### config.mk
export PLATFORM = sky130hd
export DESIGN_NAME = tick_mem_loader
export DESIGN_NICKNAME = d
export VERILOG_FILES = /design/src/rtl/tick_mem_loader.sv
export SDC_FILE = /design/constraint.sdc
export NUM_CORES = 1
export LEC_CHECK = 0
export ABC_CLOCK_PERIOD_IN_PS = 3900
export CORE_MARGIN = 4
export CORE_UTILIZATION = 40
export CTS_CLUSTER_SIZE = 20
export DETAILED_ROUTE_END_ITERATION = 16
export PLACE_DENSITY = 0.62
export SLEW_MARGIN = 20
export SYNTH_ARGS = -nofsm -noshare
export SYNTH_HDL_FRONTEND = slang
export SYNTH_SLANG_ARGS = --single-unit
### constraint.sdc
create_clock -name clk_i -period 3.9 [get_ports clk_i]
set_input_delay 0.39 -clock clk_i [delete_from_list [all_inputs] [get_ports clk_i]]
set_output_delay 0.39 -clock clk_i [all_outputs]
set_load 0.005 [all_outputs]
### src/rtl/tick_mem_loader.sv
`default_nettype none
// ============================================================================
// Module   : tick_mem_loader
// Brief    : Streams host tick words into a ring of frame memories and keeps
//            them refilled as the timing core consumes them.
// Revision : 1.0
// ============================================================================
module tick_mem_loader #(
    parameter int ADDR_W     = 11,
    parameter int DATA_W     = 17,
    parameter int MAX_FRAMES = 5
) (
    input  logic              clk_i,
    input  logic              nrst_i,
    input  logic              start_i,
    input  logic [9:0]        points_per_line_i,
    input  logic [2:0]        number_of_frames_i,
    input  logic              s_valid_i,
    input  logic [DATA_W-1:0] s_data_i,
    output logic              s_ready_o,
    input  logic              update_mem_i,
    output logic [ADDR_W-1:0] waddr_o,
    output logic [DATA_W-1:0] wdata_o,
    output logic              we_o,
    output logic [2:0]        memory_selector_o,
    output logic              mem_updated_o,
    output logic              busy_o,
    output logic              cfg_err_o,
    output logic              overrun_o
);

    typedef enum logic [1:0] {
        S_IDLE      = 2'd0,
        S_INIT_FILL = 2'd1,
        S_READY     = 2'd2,
        S_REFILL    = 2'd3
    } state_t;

    localparam logic [31:0] c_max_frames = 32'(MAX_FRAMES);

    state_t            r_state;
    state_t            w_state_nxt;
    logic [9:0]        r_ppl;
    logic [2:0]        r_nframes;
    logic [9:0]        r_addr;
    logic [2:0]        r_sel;
    logic [2:0]        r_refill_sel;
    logic [2:0]        r_msel;
    logic              r_pending;
    logic              r_overrun;
    logic              r_upd_prev;
    logic              r_mem_updated;
    logic              r_cfg_err;
    logic              r_we;
    logic [ADDR_W-1:0] r_waddr;
    logic [DATA_W-1:0] r_wdata;

    logic       w_fill;
    logic       w_accept;
    logic       w_last_word;
    logic       w_wrap;
    logic       w_sel_last;
    logic       w_refill_last;
    logic       w_toggle;
    logic       w_cfg_ok;
    logic       w_start_ok;
    logic       w_start_bad;
    logic [2:0] w_target_sel;

    assign w_fill        = (r_state == S_INIT_FILL) || (r_state == S_REFILL);
    assign w_accept      = s_valid_i && w_fill;
    assign w_last_word   = (r_addr == (r_ppl - 10'd1));
    assign w_wrap        = w_accept && w_last_word;
    assign w_sel_last    = (r_sel == (r_nframes - 3'd1));
    assign w_refill_last = (r_refill_sel == (r_nframes - 3'd1));
    assign w_toggle      = update_mem_i ^ r_upd_prev;
    assign w_cfg_ok      = (number_of_frames_i != 3'd0)
                        && (32'(number_of_frames_i) <= c_max_frames)
                        && (points_per_line_i != 10'd0);
    assign w_start_ok    = (r_state == S_IDLE) && start_i && w_cfg_ok;
    assign w_start_bad   = (r_state == S_IDLE) && start_i && !w_cfg_ok;
    assign w_target_sel  = (r_state == S_REFILL) ? r_refill_sel : r_sel;

    always_ff @(posedge clk_i or negedge nrst_i) begin
        if (!nrst_i) begin
            r_state <= S_IDLE;
        end else begin
            r_state <= w_state_nxt;
        end
    end

    always_comb begin
        w_state_nxt = r_state;
        case (r_state)
            S_IDLE:      if (w_start_ok) w_state_nxt = S_INIT_FILL;
            S_INIT_FILL: if (w_wrap && w_sel_last) w_state_nxt = S_READY;
            S_READY:     if (r_pending || w_toggle) w_state_nxt = S_REFILL;
            S_REFILL:    if (w_wrap) w_state_nxt = S_READY;
            default:     w_state_nxt = S_IDLE;
        endcase
    end

    always_ff @(posedge clk_i or negedge nrst_i) begin
        if (!nrst_i) begin
            r_ppl         <= '0;
            r_nframes     <= '0;
            r_addr        <= '0;
            r_sel         <= '0;
            r_refill_sel  <= '0;
            r_msel        <= '0;
            r_pending     <= 1'b0;
            r_overrun     <= 1'b0;
            r_upd_prev    <= 1'b1;
            r_mem_updated <= 1'b0;
            r_cfg_err     <= 1'b0;
            r_we          <= 1'b0;
            r_waddr       <= '0;
            r_wdata       <= '0;
        end else begin
            r_upd_prev <= update_mem_i;
            r_we       <= w_accept;
            r_cfg_err  <= w_start_bad;
            // Selector is captured with each word so it stays aligned with the delayed write
            if (w_accept) begin
                r_waddr <= ADDR_W'(r_addr);
                r_wdata <= s_data_i;
                r_msel  <= w_target_sel;
                r_addr  <= w_last_word ? 10'd0 : r_addr + 10'd1;
            end
            case (r_state)
                S_IDLE: begin
                    if (w_start_ok) begin
                        r_ppl         <= points_per_line_i;
                        r_nframes     <= number_of_frames_i;
                        r_addr        <= '0;
                        r_sel         <= '0;
                        r_refill_sel  <= '0;
                        r_msel        <= '0;
                        r_pending     <= 1'b0;
                        r_overrun     <= 1'b0;
                        r_mem_updated <= 1'b0;
                    end
                end
                S_INIT_FILL: begin
                    if (w_wrap) begin
                        if (w_sel_last) begin
                            r_sel         <= '0;
                            r_mem_updated <= 1'b1;
                        end else begin
                            r_sel <= r_sel + 3'd1;
                        end
                    end
                end
                S_READY: begin
                    // A toggle arriving while a queued refill is launched becomes the next queued one
                    if (r_pending || w_toggle) begin
                        r_mem_updated <= 1'b0;
                        r_msel        <= r_refill_sel;
                        r_pending     <= r_pending && w_toggle;
                    end
                end
                S_REFILL: begin
                    if (w_toggle) begin
                        if (r_pending) begin
                            r_overrun <= 1'b1;
                        end else begin
                            r_pending <= 1'b1;
                        end
                    end
                    if (w_wrap) begin
                        r_mem_updated <= 1'b1;
                        r_refill_sel  <= w_refill_last ? 3'd0 : r_refill_sel + 3'd1;
                    end
                end
                default: ;
            endcase
        end
    end

    assign s_ready_o         = w_fill;
    assign busy_o            = w_fill;
    assign we_o              = r_we;
    assign waddr_o           = r_waddr;
    assign wdata_o           = r_wdata;
    assign memory_selector_o = r_msel;
    assign mem_updated_o     = r_mem_updated;
    assign cfg_err_o         = r_cfg_err;
    assign overrun_o         = r_overrun;

endmodule
`default_nettype wire
==> results.cfg <==
[outcome]
status = completed

[power_and_ir_drop]
p_switching_mw = 1.073
p_leak_nw = 1.968
clockPowerShare = 0.204
internal_power_mw = 1.802
vdd_drop_max_uv = 369.1
p_sw_frac = 0.3731
pwr-share-comb = 0.393
pwr-share-seq = 0.403
power_density_mw_per_mm2 = 671.6

[finish]
final_cell_mix = 132 x nand2_1, 69 x clkdlybuf4s50_1, 66 x dfrtp_1
fin_cells = 548
fin_area_mm2 = 0.004280
nets = 478
n_antenna_cell = 0
layout_commonest_cell = nand2_1
area_delta_synth_final_pct = 28.66
drive_gt1_frac = 0.06321
multiInputGateArea_mm2 = 0.001523
register_area_mm2 = 0.001678
n_fill_cell = 767

[clocking]
clk_latency_ns = 0.34
cts.sinks = 67
root_buffer = clkbuf_8
path_clk_slew_ns = 0.08
ctsResizeCount = 0
htreeDepth = 3
cts_tree = built
cts_buffers = 9
post_cts_buffers = 0
cts_max_path_buffers = 2
hold_buffers = 0

[route]
dr.pass1.iters = 4
routed_via_density = 4.909
avgRoutedWirePerCell_um = 13.50
wl_um = 7398
drc = 0
vias = 2690
drtIter0Drc = 117
antenna_left = 0

[grt]
grt.total_usage = 0.1620
grt-ovfl-total = 0
grt_pass1_wl_um = 12970
met1_usage = 0.2094
grt_pass1_vias = 2782
use_met3 = 0.03015
antenna_found_initial = 0
globalRoute.busiestLayer = met2
grt_start_max_net_pins = 44
grt_util_met2 = 0.2707

[logic_synthesis]
ys_ff_latch = 67
yosys_warnings = 0
ys_seq_area_frac = 0.5043
yosysUniqueCellTypes = 52
syn_avg_cell_area_um2 = 8.872
synth_area_mm2 = 0.003327
async_reset_ff_frac = 1.000
syn_inst = 375
syn_nets = 415
ys.flop_type = dfrtp_1
synth_edf_count = 0

[placement]
dp_cells = 532
dp_hpwl_um = 5305
placed_cell_area_mm2 = 0.004080
portBuffers = 70
gp_congestion = 0.8148

[min_path]
hold_path.class = in2async

[sta]
finalCritPeriodShare = 0.7773
max_slew_margin = 0.3612
setup_viol = 0
slew_violations = 0
setup_tns_ns = 0
rsz0062_at_grt = false
min_period_ns = 3.031
fmax_mhz = 329.9
skew_ns = 0.006600
hold_violations = 0
worstMarginPinSlew_ns = 0.9582

[flow_run]
cap_viol_max_count = 0

[die]
start_util = 0.4090
die_width_um = 99.20
die_h_um = 99.20
core_mm2 = 0.008134
fp-row-count = 33
dieArea_mm2 = 0.009841
num_io_pins = 72

[setup_path]
worstSetupPathType = reg2reg
cp_data_required_time_ns = 4.13
crit_path_start_kind = flip-flop
critPathCaptureType = flip-flop
critPathMaxFanout = 10
crit_arrival_ns = 3.26
==> per-layer routing <==
metal  wire [um]  vias to the layer above
met4         119                        0
met1        3438                     1286
met2        3585                       40
met3         256                       11
met5           0                        -
li1            -                     1353
==> through the flow <==
stage / power [mW] / hold slack [ns] / setup slack (ns) / utilization
floorplan: 1.854 / 0.09441 / 1.209 / -
CTS: 2.915 / 0.2346 / 0.8683 / 0.5262
detailed placement: 2.313 / 0.4617 / 0.8249 / 0.5016
global route: 3.110 / 0.2739 / 0.6559 / 0.5262
global placement: 2.291 / 0.4565 / 0.9112 / 0.5016
finish: 2.875 / 0.2024 / 0.8686 / 0.5262
==> logic make-up (layout without fill, tap and decap cells) <==
kind of cell,count (synthesis),count (layout),synth area share
AOI/OAI and AO/OA,40,40,0.08462
DFF,67,67,0.5043
muxes,6,6,0.01843
and+or+nand+nor,199,199,0.2610
buffers and inverters,29,97,0.03798
adders and majority gates,5,5,0.01880
other,1,1,0.001127
xor gates and xnor gates,28,28,0.07371
==> area by class of cell <==
cell class,instances,share of cell area
Clock buffer,9,0.02894
Clock inverter,7,0.01783
Inverter,8,0.007015
Multi-Input combinational cell,279,0.3557
Sequential cell,67,0.3920
Tap cell,105,0.03069
Timing Repair Buffer,73,0.1678
==> worst max-delay path, cell delays in order (launching register included) <==
cell and delay [ns]:
dfrtp_1 0.45, inv_1 0.10, ha_1 0.20, or4b_1 0.54, o32ai_1 0.19, a2111oi_0 0.14, or3_1 0.45, a31o_1 0.38
nand2b_4 0.13, mux2_2 0.32
==> cells in the mapped netlist, types with 3 or more instances <==
master    count  area (um2)
nand3_1       6       30.03
inv_1         7       26.28
dfrtp_1      66        1652
or2_2         3       18.77
nor2_1       25       93.84
ha_1          5       62.56
nand2_1     132       495.5
o21ai_0      14       70.07
mux2i_1       5       50.05
nor3b_1       5       37.54
clkbuf_1     14       52.55
nor3_1        3       15.01
xnor2_1      11       96.34
nor2b_1       3       18.77
a21oi_1       7       35.03
xor2_1       17       148.9
nand4_1       3       18.77
or3_1         4       25.02
nand3b_1      3       22.52
o211ai_1      3       22.52
==> sequential cells by signal (all words and copies together) (netlist names) <==
name,cells
r_sel,3
we_o,1
mem_updated_o,1
r_nframes,3
wdata_o,17
r_addr,10
overrun_o,1
r_upd_prev,1
memory_selector_o,3
r_ppl,10
r_state,2
waddr_o,10
cfg_err_o,1
r_refill_sel,3
r_pending,1
==> power by group through the flow <==
stage	clock [mW]	combinational, mW	sequential [mW]
2_1_floorplan	0	0.773	1.08
3_5_place_dp	0	1.14	1.17
3_3_place_gp	0	1.12	1.17
6_report	0.587	1.13	1.16
5_1_grt	0.635	1.27	1.20
4_1_cts	0.605	1.15	1.16
==> path summary, 6_finish.rpt <==
path	depth (start not counted)	slack, ns	to	startpoint
worst max-delay path	9	0.87	r_sel[1]	r_ppl[0]
worst max register to register	9	0.87	r_sel[1]	r_ppl[0]
worst min register to register	2	0.48	waddr_o[6]	waddr_o[6]
worst min-delay path	1	0.20	r_ppl[8]	nrst_i
max in group asynchronous	2	2.78	r_upd_prev	nrst_i
min in group clk_i	2	0.48	waddr_o[6]	waddr_o[6]
Note: power is estimated with default switching activity, not from simulation.
